[src/rtl/hyper_frdram_sched.sv]
// hyper_frdram_sched: four-channel round-robin burst scheduler for the DRAM-to-LSAB mover.
// Optional WAIT_START watchdog is enabled by defining FRDRAM_SCHED_TIMEOUT_EN.
module hyper_frdram_sched #(
   parameter int MAX_BURST   = 16,
   parameter int TIMEOUT_CYC = 15
) (
   input  logic        CLK,
   input  logic        RST,
   input  logic        LOAD,
   input  logic [1:0]  LOAD_CH,
   input  logic [11:0] LOAD_ADDR,
   input  logic [7:0]  LOAD_LEN,
   output logic        LOAD_ACK,
   input  logic [3:0]  LSAB_FULL,
   output logic [3:0]  CH_BUSY,
   output logic [3:0]  CH_DONE,
   output logic [3:0]  CH_ERR,
   output logic [11:0] MV_START_ADDRESS,
   output logic [4:0]  MV_COUNT_REQ,
   output logic [1:0]  MV_SECTION,
   output logic        MV_ISSUE,
   input  logic [4:0]  MV_COUNT_SENT,
   input  logic        MV_WORKING
);

   typedef enum logic [2:0] {
      S_IDLE,
      S_ISSUE,
      S_WAIT_START,
      S_WAIT_END,
      S_ACCOUNT
   } state_t;

   localparam logic [7:0] MAX_B = 8'(MAX_BURST);

   state_t            state_q, state_d;
   logic [3:0][11:0]  addr_q, addr_d;
   logic [3:0][7:0]   rem_q, rem_d;
   logic [3:0]        busy_q, busy_d;
   logic [1:0]        rr_q, rr_d;
   logic [1:0]        ch_q, ch_d;
   logic [4:0]        burst_q, burst_d;
   logic              load_ack_q, load_ack_d;
   logic [3:0]        done_q, done_d;
   logic [3:0]        err_q, err_d;
   logic              mv_issue_q, mv_issue_d;
   logic [11:0]       mv_addr_q, mv_addr_d;
   logic [4:0]        mv_cnt_q, mv_cnt_d;
   logic [1:0]        mv_sec_q, mv_sec_d;

   logic [3:0]        ready;
   logic              found;
   logic [1:0]        pick;
   logic [1:0]        idx;
   logic [4:0]        gburst;
   logic [4:0]        n_sent;
   logic [7:0]        rem_left;

`ifdef FRDRAM_SCHED_TIMEOUT_EN
   localparam logic [15:0] WD_LIM = 16'(TIMEOUT_CYC - 1);
   logic [15:0] wd_q, wd_d;
`else
   logic unused_timeout;
   assign unused_timeout = ^32'(TIMEOUT_CYC);
`endif

   // First ready channel at or after the round-robin pointer.
   always_comb begin
      ready = busy_q & ~LSAB_FULL;
      found = 1'b0;
      pick  = rr_q;
      idx   = rr_q;
      for (int i = 0; i < 4; i++) begin
         idx = rr_q + 2'(i);
         if (!found && ready[idx]) begin
            found = 1'b1;
            pick  = idx;
         end
      end
      gburst = (rem_q[pick] < MAX_B) ? rem_q[pick][4:0] : MAX_B[4:0];
      n_sent = (MV_COUNT_SENT < burst_q) ? MV_COUNT_SENT : burst_q;
      rem_left = rem_q[ch_q] - {3'b000, n_sent};
   end

   always_comb begin
      state_d    = state_q;
      addr_d     = addr_q;
      rem_d      = rem_q;
      busy_d     = busy_q;
      rr_d       = rr_q;
      ch_d       = ch_q;
      burst_d    = burst_q;
      load_ack_d = 1'b0;
      done_d     = 4'd0;
      err_d      = 4'd0;
      mv_issue_d = 1'b0;
      mv_addr_d  = mv_addr_q;
      mv_cnt_d   = mv_cnt_q;
      mv_sec_d   = mv_sec_q;
`ifdef FRDRAM_SCHED_TIMEOUT_EN
      wd_d       = wd_q;
`endif

      // A retiring channel is still busy here, so a LOAD to it is refused.
      if (LOAD && !busy_q[LOAD_CH] && LOAD_LEN != 8'd0) begin
         addr_d[LOAD_CH] = LOAD_ADDR;
         rem_d[LOAD_CH]  = LOAD_LEN;
         busy_d[LOAD_CH] = 1'b1;
         load_ack_d      = 1'b1;
      end

      unique case (state_q)
         S_IDLE: begin
            if (found) begin
               ch_d       = pick;
               burst_d    = gburst;
               mv_addr_d  = addr_q[pick];
               mv_cnt_d   = gburst - 5'd1;
               mv_sec_d   = pick;
               mv_issue_d = 1'b1;
               state_d    = S_ISSUE;
`ifdef FRDRAM_SCHED_TIMEOUT_EN
               wd_d       = 16'd0;
`endif
            end
         end
         S_ISSUE: begin
            state_d = S_WAIT_START;
`ifdef FRDRAM_SCHED_TIMEOUT_EN
            wd_d    = wd_q + 16'd1;
`endif
         end
         S_WAIT_START: begin
            if (MV_WORKING) begin
               state_d = S_WAIT_END;
`ifdef FRDRAM_SCHED_TIMEOUT_EN
            end else if (wd_q >= WD_LIM) begin
               busy_d[ch_q] = 1'b0;
               err_d[ch_q]  = 1'b1;
               rr_d         = ch_q + 2'd1;
               state_d      = S_IDLE;
            end else begin
               wd_d = wd_q + 16'd1;
`endif
            end
         end
         S_WAIT_END: begin
            if (!MV_WORKING) begin
               state_d = S_ACCOUNT;
            end
         end
         S_ACCOUNT: begin
            addr_d[ch_q] = addr_q[ch_q] + 12'(n_sent);
            rem_d[ch_q]  = rem_left;
            if (rem_left == 8'd0) begin
               busy_d[ch_q] = 1'b0;
               done_d[ch_q] = 1'b1;
            end
            rr_d    = ch_q + 2'd1;
            state_d = S_IDLE;
         end
         default: state_d = S_IDLE;
      endcase
   end

   always_ff @(posedge CLK or negedge RST) begin
      if (!RST) begin
         state_q    <= S_IDLE;
         addr_q     <= '0;
         rem_q      <= '0;
         busy_q     <= 4'd0;
         rr_q       <= 2'd0;
         ch_q       <= 2'd0;
         burst_q    <= 5'd0;
         load_ack_q <= 1'b0;
         done_q     <= 4'd0;
         err_q      <= 4'd0;
         mv_issue_q <= 1'b0;
         mv_addr_q  <= 12'd0;
         mv_cnt_q   <= 5'd0;
         mv_sec_q   <= 2'd0;
`ifdef FRDRAM_SCHED_TIMEOUT_EN
         wd_q       <= 16'd0;
`endif
      end else begin
         state_q    <= state_d;
         addr_q     <= addr_d;
         rem_q      <= rem_d;
         busy_q     <= busy_d;
         rr_q       <= rr_d;
         ch_q       <= ch_d;
         burst_q    <= burst_d;
         load_ack_q <= load_ack_d;
         done_q     <= done_d;
         err_q      <= err_d;
         mv_issue_q <= mv_issue_d;
         mv_addr_q  <= mv_addr_d;
         mv_cnt_q   <= mv_cnt_d;
         mv_sec_q   <= mv_sec_d;
`ifdef FRDRAM_SCHED_TIMEOUT_EN
         wd_q       <= wd_d;
`endif
      end
   end

   assign LOAD_ACK         = load_ack_q;
   assign CH_BUSY          = busy_q;
   assign CH_DONE          = done_q;
   assign CH_ERR           = err_q;
   assign MV_ISSUE         = mv_issue_q;
   assign MV_START_ADDRESS = mv_addr_q;
   assign MV_COUNT_REQ     = mv_cnt_q;
   assign MV_SECTION       = mv_sec_q;

endmodule

[config.mk]
export PLATFORM = sky130hd
export DESIGN_NAME = hyper_frdram_sched
export DESIGN_NICKNAME = d
export VERILOG_FILES = /design/src/rtl/hyper_frdram_sched.sv
export SDC_FILE = /design/constraint.sdc
export NUM_CORES = 1
export LEC_CHECK = 0
export CAP_MARGIN = 20
export CORE_MARGIN = 2
export CORE_UTILIZATION = 30
export DETAILED_ROUTE_END_ITERATION = 10
export DONT_BUFFER_PORTS = 1
export GPL_TIMING_DRIVEN = 0
export HOLD_SLACK_MARGIN = 0.05
export PLACE_DENSITY = 0.43
export SYNTH_ARGS = -nofsm -noshare
export SYNTH_HDL_FRONTEND = slang
export SYNTH_SLANG_ARGS = --single-unit
[constraint.sdc]
create_clock -name CLK -period 4.9 [get_ports CLK]
set_input_delay 0.49 -clock CLK [delete_from_list [all_inputs] [get_ports CLK]]
set_output_delay 0.49 -clock CLK [all_outputs]
set_load 0.02 [all_outputs]
==> impl_metrics.ini <==
[final_layout]
multi_input_area_um2 = 4180
nFillCells = 2484
final_nets = 834
final_cell_count_no_fill = 1119
drive_gt1_share_pct = 16.5
syn2layout_area_growth_pct = 13.3
seqCellArea_um2 = 2980
num_antenna_cells = 0

[critical_path]
timing.rr.end = CH_BUSY[1]
cp.required_ns = 5.16
worstReg2RegStart = ch_q[0]
worstPathMaxFanout = 10
start_kind = flip-flop
r2r.worst_path.cells = 13
cp.arrival_ns = 4.96
ff2ff_setup_slack_ns = 0.20
worst-setup-path-type = flip-flop to flip-flop
end_kind = flip-flop
crit_start = ch_q[0]
critPathCapture = CH_BUSY[1]

[logic_synthesis]
yosysSeqAreaShare_pct = 40.3
yosys.area_share.adder_pct = 2.84
synth_top_family_by_area = multiplexers
yosysUniqueCellTypes = 61
synth_compound_area_share_pct = 15.0
synthCells = 760
syn_area_um2 = 7400
synth_ff_type = dfrtp_1
synth.largest_area_cell = dfrtp_1
synth-simple-area-share_pct = 12.4
avgSynthCellArea_um2 = 9.73
ys_ff_latch = 119
synth-edff-count = 0
synthMuxAreaShare_pct = 23.7
synthTopCellsByArea = dfrtp_1 (40%), mux2i_1 (8.9%), mux2_2 (8.5%)
yosys_warnings = 0
async_reset_ff_share_pct = 100
yosys.area.top_type_share_pct = 40.3
synth_xor_area_share_pct = 2.13

[grt]
grt_pass1_wl_um = 39100
grt-ovfl-total = 0
grt_pass1_vias = 6360
grt_util_all_layers_pct = 20.4
grt_max_degree = 120
antenna_found_initial = 0

[sta]
max_freq_mhz = 213
finClkSkew_ns = 0.00978
setup_viol = 0
min_period_over_period_pct = 95.8
period_needed_ns = 4.70
hold_viol_final = 0
rsz0062_at_grt = no
slew_headroom_pct = 26.8
drv_slew = 0
tightest_slew_ns = 1.10
worst_slack_ns = 0.203

[routing]
wl_per_cell_um = 23.2
drt-initial-drc-count = 424
firstDrtPassIters = 7
postRouteAntennaNets = 0
vias = 6132
wl_um = 26000
vias_per_cell = 5.48
drc = 0

[pwr]
p_switching_mw = 2.90
seqPwrFrac_pct = 30.3
p_comb_share_pct = 52.0
ir_drop_uv = 263
intPower_mw = 3.44
swShare_pct = 45.8
pwr-share-clk_pct = 17.7
p_leak_nw = 3.53
pwr_density_cell_nw_per_um2 = 757

[clocking]
cts.clk_slew.worst_paths_ns = 0.06
cts-root-buf = clkbuf_16
cts_buffer_depth = 2
clk_latency_ns = 0.42
tritoncts = yes
cts.sinks = 119
numCtsBuffers = 17
htreeDepth = 4

[floorplan]
dieWidth_um = 161
die-area_um2 = 25900
die_h_um = 161
start_util_pct = 30.5
num_rows = 57
io_pins = 68
core_um2 = 24200

[run_status]
status = completed

[placement]
io_buffers = 0
gp_congestion = 0.905
dp_hpwl_um = 18400
dp.cells = 1087
dpl_worst_slack_ns = -0.680

[hold_path]
hp-class = primary input to asynchronous set/reset pin

[job]
max_cap_violations = 0
[cells in the mapped netlist, types with 4 or more instances]
cell and number:
nand3_1 5, mux4_2 20, nand2_1 110, a21boi_0 4, o2111ai_1 4, o31ai_1 5
dfrtp_1 119, a21o_1 4, nor2_1 61, a21oi_1 39, nand2b_1 6, ha_1 16
xor2_1 5, and3_1 4, o21ai_0 85, mux2i_1 66, buf_2 5, o211ai_1 6
buf_4 4, clkbuf_1 29, nor3_1 7, o21a_1 4, mux2_2 56, buf_1 8
inv_1 17, xnor2_1 13, nor4_1 5
[what timing repair did]
action,4_1_cts,5_1_grt
hold buffers,1,0
pin swaps,0,1
cloned,0,0
hold endpoints to repair,119,0
setup buffers,0,1
resized for setup,6,6
endpoints found under the setup margin,8,8
[worst max-delay path, stage by stage (launching register included)]
cell,delay [ns]
dfrtp_2,0.56
clkdlybuf4s15_2,0.54
clkbuf_4,0.42
mux4_2,0.39
ha_1,0.29
clkbuf_1,0.26
nand2_1,0.09
o31ai_1,0.21
a41oi_1,0.10
a21boi_1,0.25
or4_1,0.60
or4b_1,0.47
buf_2,0.20
a2bb2oi_1,0.15
[stage by stage]
stage / power (mW) / util, % / hold slack, ns / TNS [ns] / area, µm²
2_1_floorplan: 4.19 / - / 0.194 / 0 / 7410
3_3_place_gp: 5.02 / 32.2 / 0.198 / -4.44 / 7820
3_5_place_dp: 5.14 / 32.2 / 0.198 / -4.84 / 7820
4_1_cts: 6.31 / 34.6 / 0.0601 / 0 / 8380
5_1_grt: 6.79 / 34.6 / 0.0757 / 0 / 8380
6_report: 6.35 / 34.6 / 0.0373 / 0 / 8380
[layout by cell type, fill, tap and decap left out, types with 5 or more instances in the layout]
cell type and n:
a21oi_1 39, buf_1 5, buf_4 6, clkbuf_1 32, clkbuf_16 17, clkinv_2 6
dfrtp_1 118, ha_1 16, inv_1 17, mux2_2 56, mux2i_1 66, mux4_2 20
nand2_1 110, nand2b_1 6, nand3_1 5, nor2_1 61, nor3_1 7, nor4_1 5
o211ai_1 6, o21ai_0 85, xnor2_1 13, xor2_1 5
[flip-flops by register name, summed over array words and instances (netlist names)]
signal            flops
CH_BUSY               4
CH_DONE               4
LOAD_ACK              1
MV_COUNT_REQ          5
MV_ISSUE              1
MV_START_ADDRESS     12
addr_q               48
burst_q               5
ch_q                  2
rem_q                32
rr_q                  2
state_q               3
[how the worst min path moves through the flow]
stage | from | endpoint | slack (ns) | cells after the start
after CTS | RST | CH_DONE[1] | 0.06 | 1
after global routing | RST | CH_DONE[0] | 0.08 | 1
final | RST | CH_DONE[1] | 0.04 | 1
after global placement | RST | CH_DONE[1] | 0.20 | 0
after floorplan | RST | CH_BUSY[0] | 0.19 | 0
after detailed placement | RST | CH_DONE[1] | 0.20 | 0
[logic make-up after synthesis]
| logic type | after synthesis |
|---|---|
| AND/OR/NAND/NOR | 216 |
| buffers and inverters | 64 |
| multiplexers | 143 |
| flip-flops | 119 |
| other | 1 |
| adder cells (fa/ha/maj) | 17 |
| AO/OA/AOI/OAI | 182 |
| XOR/XNOR | 18 |
[power by group through the flow]
stage,Combinational [mW],Clock [mW],Sequential (mW)
2_1_floorplan,2.41,0,1.78
3_3_place_gp,3.12,0,1.90
3_5_place_dp,3.21,0,1.93
4_1_cts,3.25,1.14,1.92
5_1_grt,3.62,1.19,1.98
6_report,3.30,1.12,1.92
[area by class of cell]
cell class              count  share of cell area [%]
multi-input cells         580                    49.8
repair buffers              2                   0.418
clock inverters             9                   0.642
flip-flops and latches    119                    35.5
inverters                  18                   0.806
well taps                 324                    4.84
clock buffers              22                    5.54
plain buffers              45                    2.43
[layer usage]
layer / routed length [µm] / vias up / global-route usage, %
met5: 0 / - / 0
li1: - / 2768 / -
met1: 11400 / 3103 / 26.5
met2: 12200 / 211 / 33.2
met3: 1480 / 50 / 3.88
met4: 835 / 0 / 9.01
No activity file was read; power rests on OpenSTA's default activity.
